**src/rtl/riscv_mem_arbiter.sv**
```systemverilog
// rtl/riscv_mem_arbiter.sv - fetch/data arbiter sharing one single-port memory
// Outstanding owner IDs are queued so in-order responses route back to the right port.
module riscv_mem_arbiter #(
    parameter int unsigned MAX_OUTSTANDING = 2,
    parameter bit          DATA_PRIO       = 1'b0
) (
    input  logic        clk_i,
    input  logic        rst_i,

    input  logic        ireq_i,
    input  logic [31:0] iaddr_i,
    output logic        ignt_o,
    output logic        irvalid_o,
    output logic [31:0] irdata_o,

    input  logic        dreq_i,
    input  logic [31:0] daddr_i,
    input  logic        dwe_i,
    input  logic [3:0]  dbe_i,
    input  logic [31:0] dwdata_i,
    output logic        dgnt_o,
    output logic        drvalid_o,
    output logic [31:0] drdata_o,

    output logic        mem_req_o,
    output logic [31:0] mem_addr_o,
    output logic        mem_we_o,
    output logic [3:0]  mem_be_o,
    output logic [31:0] mem_wdata_o,
    input  logic        mem_gnt_i,
    input  logic        mem_rvalid_i,
    input  logic [31:0] mem_rdata_i,

    output logic        err_o
);

    localparam int unsigned CNT_W = $clog2(MAX_OUTSTANDING + 1);
    localparam int unsigned PTR_W = (MAX_OUTSTANDING > 1) ? $clog2(MAX_OUTSTANDING) : 1;
    localparam logic [CNT_W-1:0] CNT_MAX  = CNT_W'(MAX_OUTSTANDING);
    localparam logic [PTR_W-1:0] PTR_LAST = PTR_W'(MAX_OUTSTANDING - 1);
    localparam logic ID_I = 1'b0;
    localparam logic ID_D = 1'b1;

    typedef enum logic {ARB, HOLD} state_e;

    state_e                     state_q, state_d;
    logic                       owner_q, owner_d;
    logic                       last_q, last_d;
    logic                       err_q, err_d;
    logic [CNT_W-1:0]           count_q, count_d;
    logic [PTR_W-1:0]           wr_ptr_q, wr_ptr_d;
    logic [PTR_W-1:0]           rd_ptr_q, rd_ptr_d;
    logic [MAX_OUTSTANDING-1:0] ids_q, ids_d;

    logic sel;
    logic sel_req;
    logic not_full;
    logic xfer;
    logic pop;
    logic stray;
    logic head;

    function automatic logic [PTR_W-1:0] ptr_next(input logic [PTR_W-1:0] p);
        return (p == PTR_LAST) ? '0 : p + 1'b1;
    endfunction

    // While a request is stalled in HOLD the selection is pinned to its owner.
    always_comb begin
        sel = ID_I;
        if (state_q == HOLD) begin
            sel = owner_q;
        end else if (ireq_i && dreq_i) begin
            sel = DATA_PRIO ? ID_D : ~last_q;
        end else if (dreq_i) begin
            sel = ID_D;
        end
    end

    always_comb begin
        sel_req     = (sel == ID_D) ? dreq_i : ireq_i;
        not_full    = (count_q < CNT_MAX);
        mem_req_o   = sel_req && not_full;
        xfer        = mem_req_o && mem_gnt_i;
        ignt_o      = xfer && (sel == ID_I);
        dgnt_o      = xfer && (sel == ID_D);

        mem_addr_o  = '0;
        mem_we_o    = 1'b0;
        mem_be_o    = '0;
        mem_wdata_o = '0;
        if (sel_req) begin
            if (sel == ID_D) begin
                mem_addr_o  = daddr_i;
                mem_we_o    = dwe_i;
                mem_be_o    = dbe_i;
                mem_wdata_o = dwdata_i;
            end else begin
                mem_addr_o  = iaddr_i;
                mem_be_o    = 4'b1111;
            end
        end

        head      = ids_q[rd_ptr_q];
        pop       = mem_rvalid_i && (count_q != '0);
        stray     = mem_rvalid_i && (count_q == '0);
        irvalid_o = pop && (head == ID_I);
        drvalid_o = pop && (head == ID_D);
        irdata_o  = mem_rdata_i;
        drdata_o  = mem_rdata_i;
        err_o     = err_q;
    end

    always_comb begin
        state_d  = state_q;
        owner_d  = owner_q;
        last_d   = last_q;
        err_d    = err_q;
        count_d  = count_q;
        wr_ptr_d = wr_ptr_q;
        rd_ptr_d = rd_ptr_q;
        ids_d    = ids_q;

        case (state_q)
            ARB: begin
                if (mem_req_o && !mem_gnt_i) begin
                    state_d = HOLD;
                    owner_d = sel;
                end
            end
            HOLD: begin
                // Owner withdrawing an ungranted request breaks the handshake.
                if (!sel_req) begin
                    state_d = ARB;
                    err_d   = 1'b1;
                end else if (xfer) begin
                    state_d = ARB;
                end
            end
            default: state_d = ARB;
        endcase

        if (xfer) begin
            last_d          = sel;
            ids_d[wr_ptr_q] = sel;
            wr_ptr_d        = ptr_next(wr_ptr_q);
        end
        if (pop) begin
            rd_ptr_d = ptr_next(rd_ptr_q);
        end
        if (stray) begin
            err_d = 1'b1;
        end

        case ({xfer, pop})
            2'b10:   count_d = count_q + 1'b1;
            2'b01:   count_d = count_q - 1'b1;
            default: count_d = count_q;
        endcase
    end

    always_ff @(posedge clk_i) begin
        if (rst_i) begin
            state_q  <= ARB;
            owner_q  <= ID_I;
            last_q   <= ID_D;
            err_q    <= 1'b0;
            count_q  <= '0;
            wr_ptr_q <= '0;
            rd_ptr_q <= '0;
            ids_q    <= '0;
        end else begin
            state_q  <= state_d;
            owner_q  <= owner_d;
            last_q   <= last_d;
            err_q    <= err_d;
            count_q  <= count_d;
            wr_ptr_q <= wr_ptr_d;
            rd_ptr_q <= rd_ptr_d;
            ids_q    <= ids_d;
        end
    end

endmodule

```
**config.mk**
```make
export PLATFORM = sky130hd
export DESIGN_NAME = riscv_mem_arbiter
export DESIGN_NICKNAME = d
export VERILOG_FILES = /design/src/rtl/riscv_mem_arbiter.sv
export SDC_FILE = /design/constraint.sdc
export NUM_CORES = 1
export LEC_CHECK = 0
export ABC_CLOCK_PERIOD_IN_PS = 2410
export CAP_MARGIN = 10
export CORE_AREA = 2 2 109 111
export DETAILED_ROUTE_END_ITERATION = 10
export DIE_AREA = 0 0 111 113
export SLEW_MARGIN = 0
export SYNTH_ARGS = -nofsm -noshare
export SYNTH_HDL_FRONTEND = slang
export SYNTH_SLANG_ARGS = --single-unit
```
**constraint.sdc**
```tcl
create_clock -name clk_i -period 2.41 [get_ports clk_i]
set_input_delay 0.241 -clock clk_i [delete_from_list [all_inputs] [get_ports clk_i]]
set_output_delay 0.241 -clock clk_i [all_outputs]
set_load 0.02 [all_outputs]
```
After elaboration in Yosys (flattened, before gate mapping) --
Cells that the tools add are included. W data, S select, Z words.
Cells by class: add/sub/neg operators 4, magnitude comparators 4, equal/unequal tests 3, multiplexer cells 27, bitwise operators 4, reductions and logical operators 18
Operators by type and width (count):
- $mux W32 | 4
- $mux W1 | 17
- $logic_and A1 B1 Y1 | 11
- $mux W4 | 2
- $reduce_bool A2 Y1 | 3
- $lt A1 B2 Y1 const B | 2
- $not A1 Y1 | 4
- $pmux W2 S2 | 1
- $reduce_and A2 Y1 | 2
- $add A1 B1 Y1 const B | 2
- $add A2 B1 Y2 const B | 1
- $bwmux W2 | 1
- $eq A2 B1 Y1 const B | 1
- $eq A2 B2 Y1 const B | 1
- $logic_not A2 Y1 | 1
- $lt A2 B2 Y1 const B | 1
- $ne A2 B1 Y1 const B | 1
- $pmux W1 S2 | 1
- $sub A2 B1 Y2 const B | 1
- $demux W1 S1 | 1
- $ge A1 B1 Y1 const B | 1
- $logic_not A1 Y1 | 1
Word-level totals: flip-flop bits (word level) 10, bits of input ports 139, output and inout port bits 139, word-level logic and storage cells 68

Depth between registers and ports, before layout --
Gate-level depths: netlist of the first run.
depth after elaboration 9, gate-level depth with buffers 7, depth with buffers taken out 7

Worst setup path after synthesis of the first run --
OpenSTA, ideal clock, no wires.
path kind reg2reg, start register count_q[1], end register count_q[1], library setup time 70 ps, arrival time 1765 ps, data required time 2340 ps, setup slack 574 ps, cell stages (with the launch flop) 7, path buffers 0, clock period less this slack 1836 ps, cells stage by stage dfxtp_1 -> o21bai_1 -> a211oi_4 -> inv_1 -> ha_1 -> or3_1 -> a21oi_1
Between the ends: longest elaborated chain between the ends 5, elaborated cells between the ends (all ways) 11, classes of those cells add/sub (2); order compare (1); eq/ne (2); mux (1); reduce/logical (5)
RTL lines:
- from (decl) | line 50 | logic [CNT_W-1:0] count_q, count_d;
- from (signal assigned) | line 176 | count_q <= count_d;
- $lt A2 B2 Y1 | line 81 | not_full = (count_q < CNT_MAX);
- $logic_and A1 B1 Y1 | line 82 | mem_req_o = sel_req && not_full;
- $logic_and A1 B1 Y1 | line 83 | xfer = mem_req_o && mem_gnt_i;
- $eq A2 B1 Y1 / $eq A2 B2 Y1 (equally long branches) | line 154 | case ({xfer, pop})
- $pmux W2 S2 / $reduce_bool A2 Y1 (equally long branches)
Parallel ways exist; a longest one is shown, timed or not. A chain may end at the register's enable or synchronous reset.

Final worst setup path of the first run --
start input ireq_i, end output mem_addr_o[25]
Between the ends: longest elaborated chain between the ends 5, elaborated cells between the ends (all ways) 6, classes of those cells mux (5); reduce/logical (1)
RTL lines:
- from (decl) | line 10 | input logic ireq_i,
- $logic_and A1 B1 Y1 | line 72 | end else if (ireq_i && dreq_i) begin
- $mux W1 | line 72
- $mux W1 | line 70 | if (state_q == HOLD) begin
- $mux W32 / $mux W1 (equally long branches) | line 92, 80
- $mux W32 (*) | line 91 | if (sel_req) begin
- to (decl) | line 26 | output logic [31:0] mem_addr_o,
Every way passes the cells marked *; elsewhere a longest branch is shown, timed or not.

==> reports/metrics.yaml, run 1 <==
status: "finished clean"
worstPathRequired_ps: 2170
crit_path_end_kind: "output pin"
clock_skew_ps: 3.35
dieArea_um2: 12500
diodes: 0
rows: 39
cts_tree: "yes"
finalSetupViolations: 0
rsz0062_at_grt: "no"
clk_latency_ps: 240
die_w_um: 111
area_growth_pct: 99.6
die_h_um: 113
crit_type: "input port to output pin"
power_frac_seq_pct: 15.9
worst-endpoint-arrival_ps: 2010
dr.pass1.iters: 4
hold_path.class: "input port to output pin"
start_kind: "input port"
grt_max_degree: 41
max-slew-margin-rel_pct: 68.8
yosys-mux-area-fraction_pct: 1.76
final_cells: 533
grt_pass1_vias: 2131
synth-simple-area-share_pct: 33.6
initial_core_util_pct: 15.1
leakagePower_nw: 1.94
routed_wl_mm: 7.65
fmaxAchievable_mhz: 443
p_per_area_nw_per_um2: 465
synth_cell_types: 25
ir_drop_mv: 0.248
cp_max_fo: 40
ys_warn_count: 0
drtAntennaViolNets: 0
antenna_found_initial: 0
cts.sinks: 10
crit_chain: "clkdlybuf4s50_1, and2_1, o21a_1, buf_12, nand2_1, a21oi_1, dlygate4sd2_1"
p_int_uw: 949
finalWeightedCongestion: 0.791
ys_seq_area_share_pct: 11.7
layout_min_cycle_time_ps: 2260
fin_nets: 532
worst_path_largest_cell_delay_ps: 480
synth_adder_area_share_pct: 0.734
grt.overflow.total: 0
vias_per_cell: 4.14
synthCells: 278
maxSlewViolCount: 0
postCtsSetupRepairBufs: 0
dr_total_vias: 2207
htree_levels: 1
root_buffer: "clkbuf_16"
boundaryPins: 278
hold_violations: 0
cts_made_buffers: 3
tns_ps: 0
drc: 0
tightest_slew_ps: 464
p_switching_uw: 632
ys_ff_latch: 10
clock_power_share_pct: 18.2
coreArea_um2: 11300
cap_violations: 0
cts.path.max_buffers: 2
avgSynthCellArea_um2: 6.13
swShare_pct: 40.0
wire_per_inst_um: 14.3
synthesis.nets: 418
cp_slowest_cell: "clkdlybuf4s50_1"
final_util_pct: 30.2
synth_top_family_by_area: "simple AND/OR/NAND/NOR gates"
synthXorXnorAreaFrac_pct: 2.06
timing.final.crit_share_pct: 93.6
dp_hpwl_mm: 6.35
place.detailed.instances: 530
synth-compound-area-share_pct: 16.8
combPwrFrac_pct: 65.9
grt_pass1_wl_mm: 10.9
grt_use_total_pct: 11.0
io_buffers: 181
drt_iter0_drc: 59
drive_above_1_share_pct: 4.10
netlist_area_um2: 1700
==> routing by layer <==
metal  GRT usage [%]  part of all wire, %  wire length, um  vias to the layer above
li1                -                    -                -                     1038
met4            6.33                  4.6              349                        0
met5               0                    0                0                        -
met2            18.9                   48             3650                      145
met3            2.95                   10              772                       41
met1            12.2                   38             2880                      983
==> layout by cell type (no fill, tap or decap), types with 3 or more instances in the layout <==
cell	instances
dfxtp_1	9
buf_12	5
clkbuf_16	3
o21ai_0	3
buf_4	5
and2_1	36
dlygate4sd2_1	30
nand2_1	65
a21oi_1	38
nor2_1	20
dlymetal6s2s_1	39
mux2i_1	3
clkdlybuf4s50_1	110
inv_1	4
==> registers in the layout, indices dropped and copies added, names as in the netlist <==
register	count
count_q	2
err_o	1
ids_q	2
last_q	1
owner_q	1
rd_ptr_q	1
state_q	1
wr_ptr_q	1
==> metrics by stage <==
stage	setup WS, ps	hold slack (ps)	cell area, um^2	power (mW)
2_1_floorplan	574	403	1700	0.929
3_3_place_gp	-105	473	3260	1.35
3_5_place_dp	-124	477	3260	1.37
4_1_cts	0.0941	482	3300	1.62
5_1_grt	104	482	3400	1.68
6_report	155	482	3400	1.58
==> timing repair <==
| action | in CTS | in global routing |
|---|---|---|
| hold buffers | 0 | 0 |
| gates resized for setup | 31 | 39 |
| setup endpoints to repair | 40 | 39 |
| pin swaps | 0 | 0 |
| endpoints found under the hold margin | 0 | 0 |
==> critical path, delay by kind of cell <==
| kind | cells | cell delay, ps |
|---|---|---|
| AND/OR/NAND/NOR | 2 | 270 |
| buffers and inverters | 3 | 1050 |
| AO/OA/AOI/OAI | 2 | 420 |
==> kinds of logic after synthesis <==
group / after synthesis
buffers and inverters: 84
xor gates and xnor gates: 4
AOI/OAI and AO/OA: 50
muxes: 3
and+or+nand+nor: 126
DFF: 10
adders and majority gates: 1
==> synth_stat cells (all sizes together) <==
cell,count,area [um^2]
a21o,1,7.51
and2,36,225
clkbuf,7,26.3
a211oi,1,20.0
o21a,1,7.51
o21ai,4,20.0
or3,1,6.26
o21bai,2,15.0
nor3,2,10.0
nor2,20,75.1
mux2i,3,30.0
xnor2,2,17.5
ha,1,12.5
a21oi,38,190
nor2b,1,6.26
nand2b,1,6.26
inv,4,15.0
nand2,65,244
a311oi,2,17.5
xor2,2,17.5
buf,73,526
a221oi,1,8.76
dfxtp,10,200
==> worst paths after layout <==
| path | endpoint | start | slack [ps] | depth (start not counted) |
|---|---|---|---|---|
| setup / recovery | mem_addr_o[25] | ireq_i | 150 | 7 |
| hold / removal | irdata_o[0] | mem_rdata_i[0] | 480 | 0 |
| setup reg to reg | count_q[1]$_SDFFE_PP0P_ | count_q[1]$_SDFFE_PP0P_ | 530 | 6 |
| hold reg to reg | err_o$_SDFFE_PP0P_ | err_o$_SDFFE_PP0P_ | 500 | 2 |
==> power groups by stage <==
stage	Sequential [mW]	Clock, mW	Combinational, mW
after floorplan	0.242	0	0.687
after global placement	0.249	0	1.11
after detailed placement	0.253	0	1.11
after CTS	0.251	0.296	1.08
after global routing	0.260	0.302	1.12
final	0.251	0.288	1.04
==> area by class of cell <==
cell class,count,area (um^2)
Fill cell,1227,7870
Timing Repair Buffer,189,1990
Multi-Input combinational cell,184,941
Sequential cell,10,201
Tap cell,143,179
Clock buffer,3,75.1
Inverter,4,15.0
(Power assumes the default switching activity.)
==> run 2: changes to the inputs <==
--- a/config.mk
+++ b/config.mk
@@ -10,6 +10,7 @@
 export CORE_AREA = 2 2 109 111
 export DETAILED_ROUTE_END_ITERATION = 10
 export DIE_AREA = 0 0 111 113
+export HOLD_SLACK_MARGIN = 0.15
 export SLEW_MARGIN = 0
 export SYNTH_ARGS = -nofsm -noshare
 export SYNTH_HDL_FRONTEND = slang
==> results of run 2 <==
The final DEF is identical to that of run 1; final timing and power are the same.
